`src/rtl/bus_arb_pkg.sv`:
```
// Shared types and helpers for the two-device bus arbiter.
// State encoding, owner ids, the MAX_HOLD lower bound and the tie-break rule live here.
package bus_arb_pkg;

  typedef enum logic [1:0] {
    IDLE = 2'd0,
    OWN1 = 2'd1,
    OWN2 = 2'd2,
    TURN = 2'd3
  } arb_state_e;

  typedef enum logic {
    OWNER_1 = 1'b0,
    OWNER_2 = 1'b1
  } owner_e;

  localparam int unsigned MAX_HOLD_MIN = 2;

  function automatic bit max_hold_ok(input int unsigned max_hold);
    return max_hold >= MAX_HOLD_MIN;
  endfunction

  // Idle-style arbitration: a tie goes to the device that did not own the bus last.
  function automatic arb_state_e arbitrate(input logic r1, input logic r2, input owner_e last);
    arb_state_e nxt;
    nxt = IDLE;
    if (r1 && r2) begin
      nxt = (last == OWNER_1) ? OWN2 : OWN1;
    end else if (r1) begin
      nxt = OWN1;
    end else if (r2) begin
      nxt = OWN2;
    end
    return nxt;
  endfunction

endpackage

```
`src/rtl/bus_arb_hold_cnt.sv`:
```
// Saturating hold counter for the arbiter; expired_o flags that the owner
// has used its full MAX_HOLD-cycle slot.
module bus_arb_hold_cnt #(
  parameter int unsigned MAX_HOLD = 16,
  parameter int unsigned CNT_W    = 4
) (
  input  logic clk,
  input  logic rst_n,
  input  logic clr_i,
  input  logic en_i,
  output logic expired_o
);

  localparam logic [CNT_W-1:0] CNT_MAX = CNT_W'(MAX_HOLD - 1);

  logic [CNT_W-1:0] cnt_q;
  logic [CNT_W-1:0] cnt_d;

  always_comb begin
    cnt_d = cnt_q;
    if (clr_i) begin
      cnt_d = '0;
    end else if (en_i && (cnt_q != CNT_MAX)) begin
      cnt_d = cnt_q + CNT_W'(1);
    end
  end

  always_ff @(posedge clk or negedge rst_n) begin
    if (!rst_n) begin
      cnt_q <= '0;
    end else begin
      cnt_q <= cnt_d;
    end
  end

  assign expired_o = (cnt_q == CNT_MAX);

endmodule

```
`src/rtl/bus_arbiter_2dev.sv`:
```
// Round-robin two-device bus arbiter with bounded hold time and registered outputs.
// Optional BUS_ARB_TURNAROUND_EN inserts one dead TURN cycle on every handover.
module bus_arbiter_2dev
  import bus_arb_pkg::*;
#(
  parameter int unsigned MAX_HOLD = 16
) (
  input  logic clk,
  input  logic rst_n,
  input  logic req_1,
  input  logic req_2,
  output logic gnt_1,
  output logic gnt_2,
  output logic sel,
  output logic bus_busy,
  output logic force_rel
);

  localparam int unsigned CNT_W = (MAX_HOLD > 1) ? $clog2(MAX_HOLD) : 1;

  if (!max_hold_ok(MAX_HOLD)) begin : g_bad_max_hold
    $error("bus_arbiter_2dev: MAX_HOLD must be >= 2");
  end

`ifdef BUS_ARB_TURNAROUND_EN
  localparam arb_state_e TO_OWN1 = TURN;
  localparam arb_state_e TO_OWN2 = TURN;
`else
  localparam arb_state_e TO_OWN1 = OWN1;
  localparam arb_state_e TO_OWN2 = OWN2;
`endif

  arb_state_e state_q, state_d;
  owner_e     last_owner_q, last_owner_d;
  logic       gnt_1_q, gnt_1_d;
  logic       gnt_2_q, gnt_2_d;
  logic       sel_q, sel_d;
  logic       busy_q, busy_d;
  logic       force_q, force_d;
  logic       entry_own;
  logic       expired;

  // Next state, handover decisions and next registered outputs.
  always_comb begin
    state_d      = state_q;
    force_d      = 1'b0;
    last_owner_d = last_owner_q;

    case (state_q)
      IDLE: state_d = arbitrate(req_1, req_2, last_owner_q);
      OWN1: begin
        if (!req_1) begin
          state_d = req_2 ? TO_OWN2 : IDLE;
        end else if (expired && req_2) begin
          state_d = TO_OWN2;
          force_d = 1'b1;
        end
      end
      OWN2: begin
        if (!req_2) begin
          state_d = req_1 ? TO_OWN1 : IDLE;
        end else if (expired && req_1) begin
          state_d = TO_OWN1;
          force_d = 1'b1;
        end
      end
      TURN: begin
`ifdef BUS_ARB_TURNAROUND_EN
        state_d = arbitrate(req_1, req_2, last_owner_q);
`else
        state_d = IDLE;
`endif
      end
      default: state_d = IDLE;
    endcase

    entry_own = ((state_d == OWN1) && (state_q != OWN1)) ||
                ((state_d == OWN2) && (state_q != OWN2));
    if (entry_own) begin
      last_owner_d = (state_d == OWN1) ? OWNER_1 : OWNER_2;
    end

    gnt_1_d = (state_d == OWN1);
    gnt_2_d = (state_d == OWN2);
    busy_d  = gnt_1_d | gnt_2_d;
    sel_d   = (state_d == OWN2) || ((state_d == TURN) && sel_q);
  end

  always_ff @(posedge clk or negedge rst_n) begin
    if (!rst_n) begin
      state_q      <= IDLE;
      last_owner_q <= OWNER_2;
      gnt_1_q      <= 1'b0;
      gnt_2_q      <= 1'b0;
      sel_q        <= 1'b0;
      busy_q       <= 1'b0;
      force_q      <= 1'b0;
    end else begin
      state_q      <= state_d;
      last_owner_q <= last_owner_d;
      gnt_1_q      <= gnt_1_d;
      gnt_2_q      <= gnt_2_d;
      sel_q        <= sel_d;
      busy_q       <= busy_d;
      force_q      <= force_d;
    end
  end

  bus_arb_hold_cnt #(
    .MAX_HOLD (MAX_HOLD),
    .CNT_W    (CNT_W)
  ) u_hold_cnt (
    .clk       (clk),
    .rst_n     (rst_n),
    .clr_i     (entry_own),
    .en_i      ((state_q == OWN1) || (state_q == OWN2)),
    .expired_o (expired)
  );

  assign gnt_1     = gnt_1_q;
  assign gnt_2     = gnt_2_q;
  assign sel       = sel_q;
  assign bus_busy  = busy_q;
  assign force_rel = force_q;

endmodule

```
`config.mk`:
```
export PLATFORM = sky130hd
export DESIGN_NAME = bus_arbiter_2dev
export DESIGN_NICKNAME = d
export VERILOG_FILES = /design/src/rtl/bus_arb_pkg.sv /design/src/rtl/bus_arb_hold_cnt.sv /design/src/rtl/bus_arbiter_2dev.sv
export SDC_FILE = /design/constraint.sdc
export NUM_CORES = 1
export LEC_CHECK = 0
export ABC_AREA = 1
export ABC_CLOCK_PERIOD_IN_PS = 2100
export CELL_PAD_IN_SITES_DETAIL_PLACEMENT = 1
export CELL_PAD_IN_SITES_GLOBAL_PLACEMENT = 2
export CORE_MARGIN = 10
export CORE_UTILIZATION = 30
export CTS_CLUSTER_SIZE = 8
export DETAILED_ROUTE_END_ITERATION = 12
export MAX_ROUTING_LAYER = met4
export PLACE_DENSITY = 0.76
export SETUP_SLACK_MARGIN = 0.02
export SYNTH_ARGS = -nofsm -noshare
export SYNTH_HDL_FRONTEND = slang
export SYNTH_SLANG_ARGS = --single-unit
```
`constraint.sdc`:
```
create_clock -name clk -period 2.1 [get_ports clk]
set_input_delay 0.63 -clock clk [delete_from_list [all_inputs] [get_ports clk]]
set_output_delay 0.63 -clock clk [all_outputs]
set_load 0.1 [all_outputs]
```
==> results.yml, run 1 <==
setup_path:
  crit_fanout: 4
  cp_cell_sequence: "buf_4, ha_4, inv_1, nor2_1, a21oi_2, a21oi_2, ha_2, inv_1, o21ai_4, buf_4, nor3_1"
  critPathCaptureType: "flop"
  critPathMaxStageDelay_ns: 0.44
  arrival_ns: 2.11
  worstPathRequired_ns: 2.30
  start_kind: "flop"
  worstSetupPathType: "flop to flop"
  cp_slowest_cell: "dfrtp_2"
clocking:
  cts.path.max_buffers: 2
  clock_sinks: 12
  clk_latency_ns: 0.28
  postCtsHoldBufs: 0
  path_clk_slew_ns: 0.08
  h-tree-depth: 1
  cts_tree: "yes"
  cts_buffers: 3
  root_buffer: "clkbuf_4"
logic_synthesis:
  synthXorXnorAreaFrac: 0
  synth_warnings: 0
  synth.area.mux_share: 0
  synth-seq-cells: 12
  synth_compound_area_frac: 0.112
  synth_area_leader_cell: "dfrtp_1"
  ys_seq_area_frac: 0.444
  synth_top_family_by_area: "simple AND/OR/NAND/NOR gates"
  synth-main-ff-cell: "dfrtp_1"
  syn_nets: 96
  synth_area_leaders: "dfrtp_1, ha_1, nand2_1"
  yosys.area_share.simple: 0.238
  avgSynthCellArea_um2: 7.99
  synth_cell_types: 17
  yosysTopAreaCellShare: 0.405
  yosysMostFrequentCell: "nand2_1"
  synth_commonest_cells: "nand2_1, inv_1, dfrtp_1, nor2_1, ha_1"
  syn_inst: 85
  synth_edf_count: 0
  syn-cell-area_um2: 679
  synth-async-reset-ratio: 1.00
  synth_fa_ha_area_frac: 0.129
die:
  die_w_um: 67.6
  fp-row-count: 17
  start_util: 0.310
  dieArea_um2: 4570
  core_um2: 2190
  pin_count: 9
  die_h_um: 67.6
placed_design:
  hpwl_mm: 1.42
  portBuffers: 8
  gp_congestion: 0.737
  post-place-ws_ns: -0.525
grt:
  grtUsageTotal: 0.0912
  grt_first_pass_wirelength_mm: 2.97
  overflow: 0
  antenna_found_initial: 0
  grt_max_degree: 13
  grt_pass1_vias: 679
timing:
  tightest_slew_ns: 0.554
  max_slew_margin: 0.630
  setup_viol: 0
  rsz0062_at_grt: "no"
  finClkSkew_ns: 0.00546
  period_needed_ns: 1.91
  fin_crit_sh: 0.910
  fmax_mhz: 523
  drv_slew: 0
  final_hold_viol_count: 0
  finalHoldWorstSlack_ns: 0.515
  setup_slack_ns: 0.190
outcome:
  status: "complete, no violations"
detailed_routing:
  drc: 0
  dr_total_vias: 629
  drtIter0Drc: 11
  via_per_inst: 4.69
  dr.pass1.iters: 4
  wl_per_cell_um: 13.7
  ant_nets: 0
  wirelength_mm: 1.84
cells_and_area:
  final_core_util: 0.461
  syn2layout_area_growth_pct: 48.6
  nNetsFinal: 118
  n_antenna_cell: 0
  drive_above_1_share: 0.368
hold_path:
  holdCritPathClass: "flop to flop"
run:
  cap_viol_max_count: 0
-- metrics by stage --
| stage | TNS (ns) | cells | instance area [µm²] |
|---|---|---|---|
| finish | 0 | 134 | 1010 |
| detailed placement | -3.06 | 127 | 890 |
| global placement | -3.07 | 127 | 890 |
| global route | 0 | 134 | 1010 |
| floorplan | 0 | 85 | 679 |
| CTS | 0 | 131 | 928 |
-- worst max-delay path, delay by kind of cell (launching register included) --
family / cells / cell delay [ns]
buffers and inverters: 4 / 0.45
flip-flops: 1 / 0.44
adder cells (fa/ha/maj): 2 / 0.34
AO/OA/AOI/OAI: 3 / 0.34
AND/OR/NAND/NOR: 2 / 0.24
-- cells in the final DEF (no fill, tap or decap), drive strengths merged --
cell type,n
nand2,21
inv,14
buf,14
nor2,12
dfrtp,11
ha,7
a21oi,6
clkbuf,6
o21ai,4
nand4,2
nand3,2
nor3,2
a211oi,2
a21o,1
clkdlybuf4s50,1
dfstp,1
-- final cells by class --
cell class,instances,area (µm²)
sequential,12,303
inverter,14,52.6
tap,28,35.0
fill,269,1180
timing repair buffer,17,188
clock buffer,4,36.3
multi-input combinational,59,395
-- state kept, by name, summed over array words and instances, names as in the netlist --
| register | count |
|---|---|
| gnt_1 | 1 |
| gnt_2 | 1 |
| u_hold_cnt.cnt_q | 4 |
| force_rel | 1 |
| sel | 1 |
| bus_busy | 1 |
| last_owner_q | 1 |
| state_q | 2 |
-- repair_timing --
action                                 CTS  global route
resized for setup                        3            22
setup endpoints to repair                5             5
endpoints found under the hold margin    0             0
buffers inserted                         0             3
pin swaps                                0             3
-- per-layer routing --
layer | routed length (µm) | global-route usage | vias to the layer above
met2 | 961 | 0.154 | 7
met4 | 59 | 0.0769 | 0
met1 | 777 | 0.0897 | 310
met5 | 0 | - | -
met3 | 42 | 0.0149 | 4
li1 | - | - | 308
-- logic make-up (layout without fill, tap and decap cells) --
kind of cell / Yosys count / count (layout)
adder cells (fa/ha/maj): 7 / 7
buffers and inverters: 14 / 35
AO/OA/AOI/OAI: 13 / 13
AND/OR/NAND/NOR: 39 / 39
flip-flops: 12 / 12
-- final timing paths --
check	start	endpoint	slack, ns	depth (start not counted)
worst max register to register	state_q[0]	u_hold_cnt.cnt_q[2]	0.19	11
worst min register to register	last_owner_q	last_owner_q	0.51	2
worst max-delay path	state_q[0]	u_hold_cnt.cnt_q[2]	0.19	11
max in group asynchronous	rst_n	state_q[0]	1.00	1
worst min-delay path	last_owner_q	last_owner_q	0.51	2
min in group asynchronous	rst_n	u_hold_cnt.cnt_q[0]	0.70	1
Power of run 1 is left out: the tool's default activity adds up to more than one toggle a clock period on the data nets, which glitch-free logic cannot reach.
==> inputs of run 2 (changes only) <==
Settings changed: TNS_END_PERCENT set to 20.
==> results of run 2 <==
No change in the layout: final DEF, timing and power equal those of run 1.
Power of run 2 is left out for the same reason.
==> inputs of run 3 (changes only) <==
Settings changed: SKIP_LAST_GASP set to 1.
==> results of run 3 <==
No change in the layout: final DEF, timing and power equal those of run 1.
Power of run 3 is left out for the same reason.
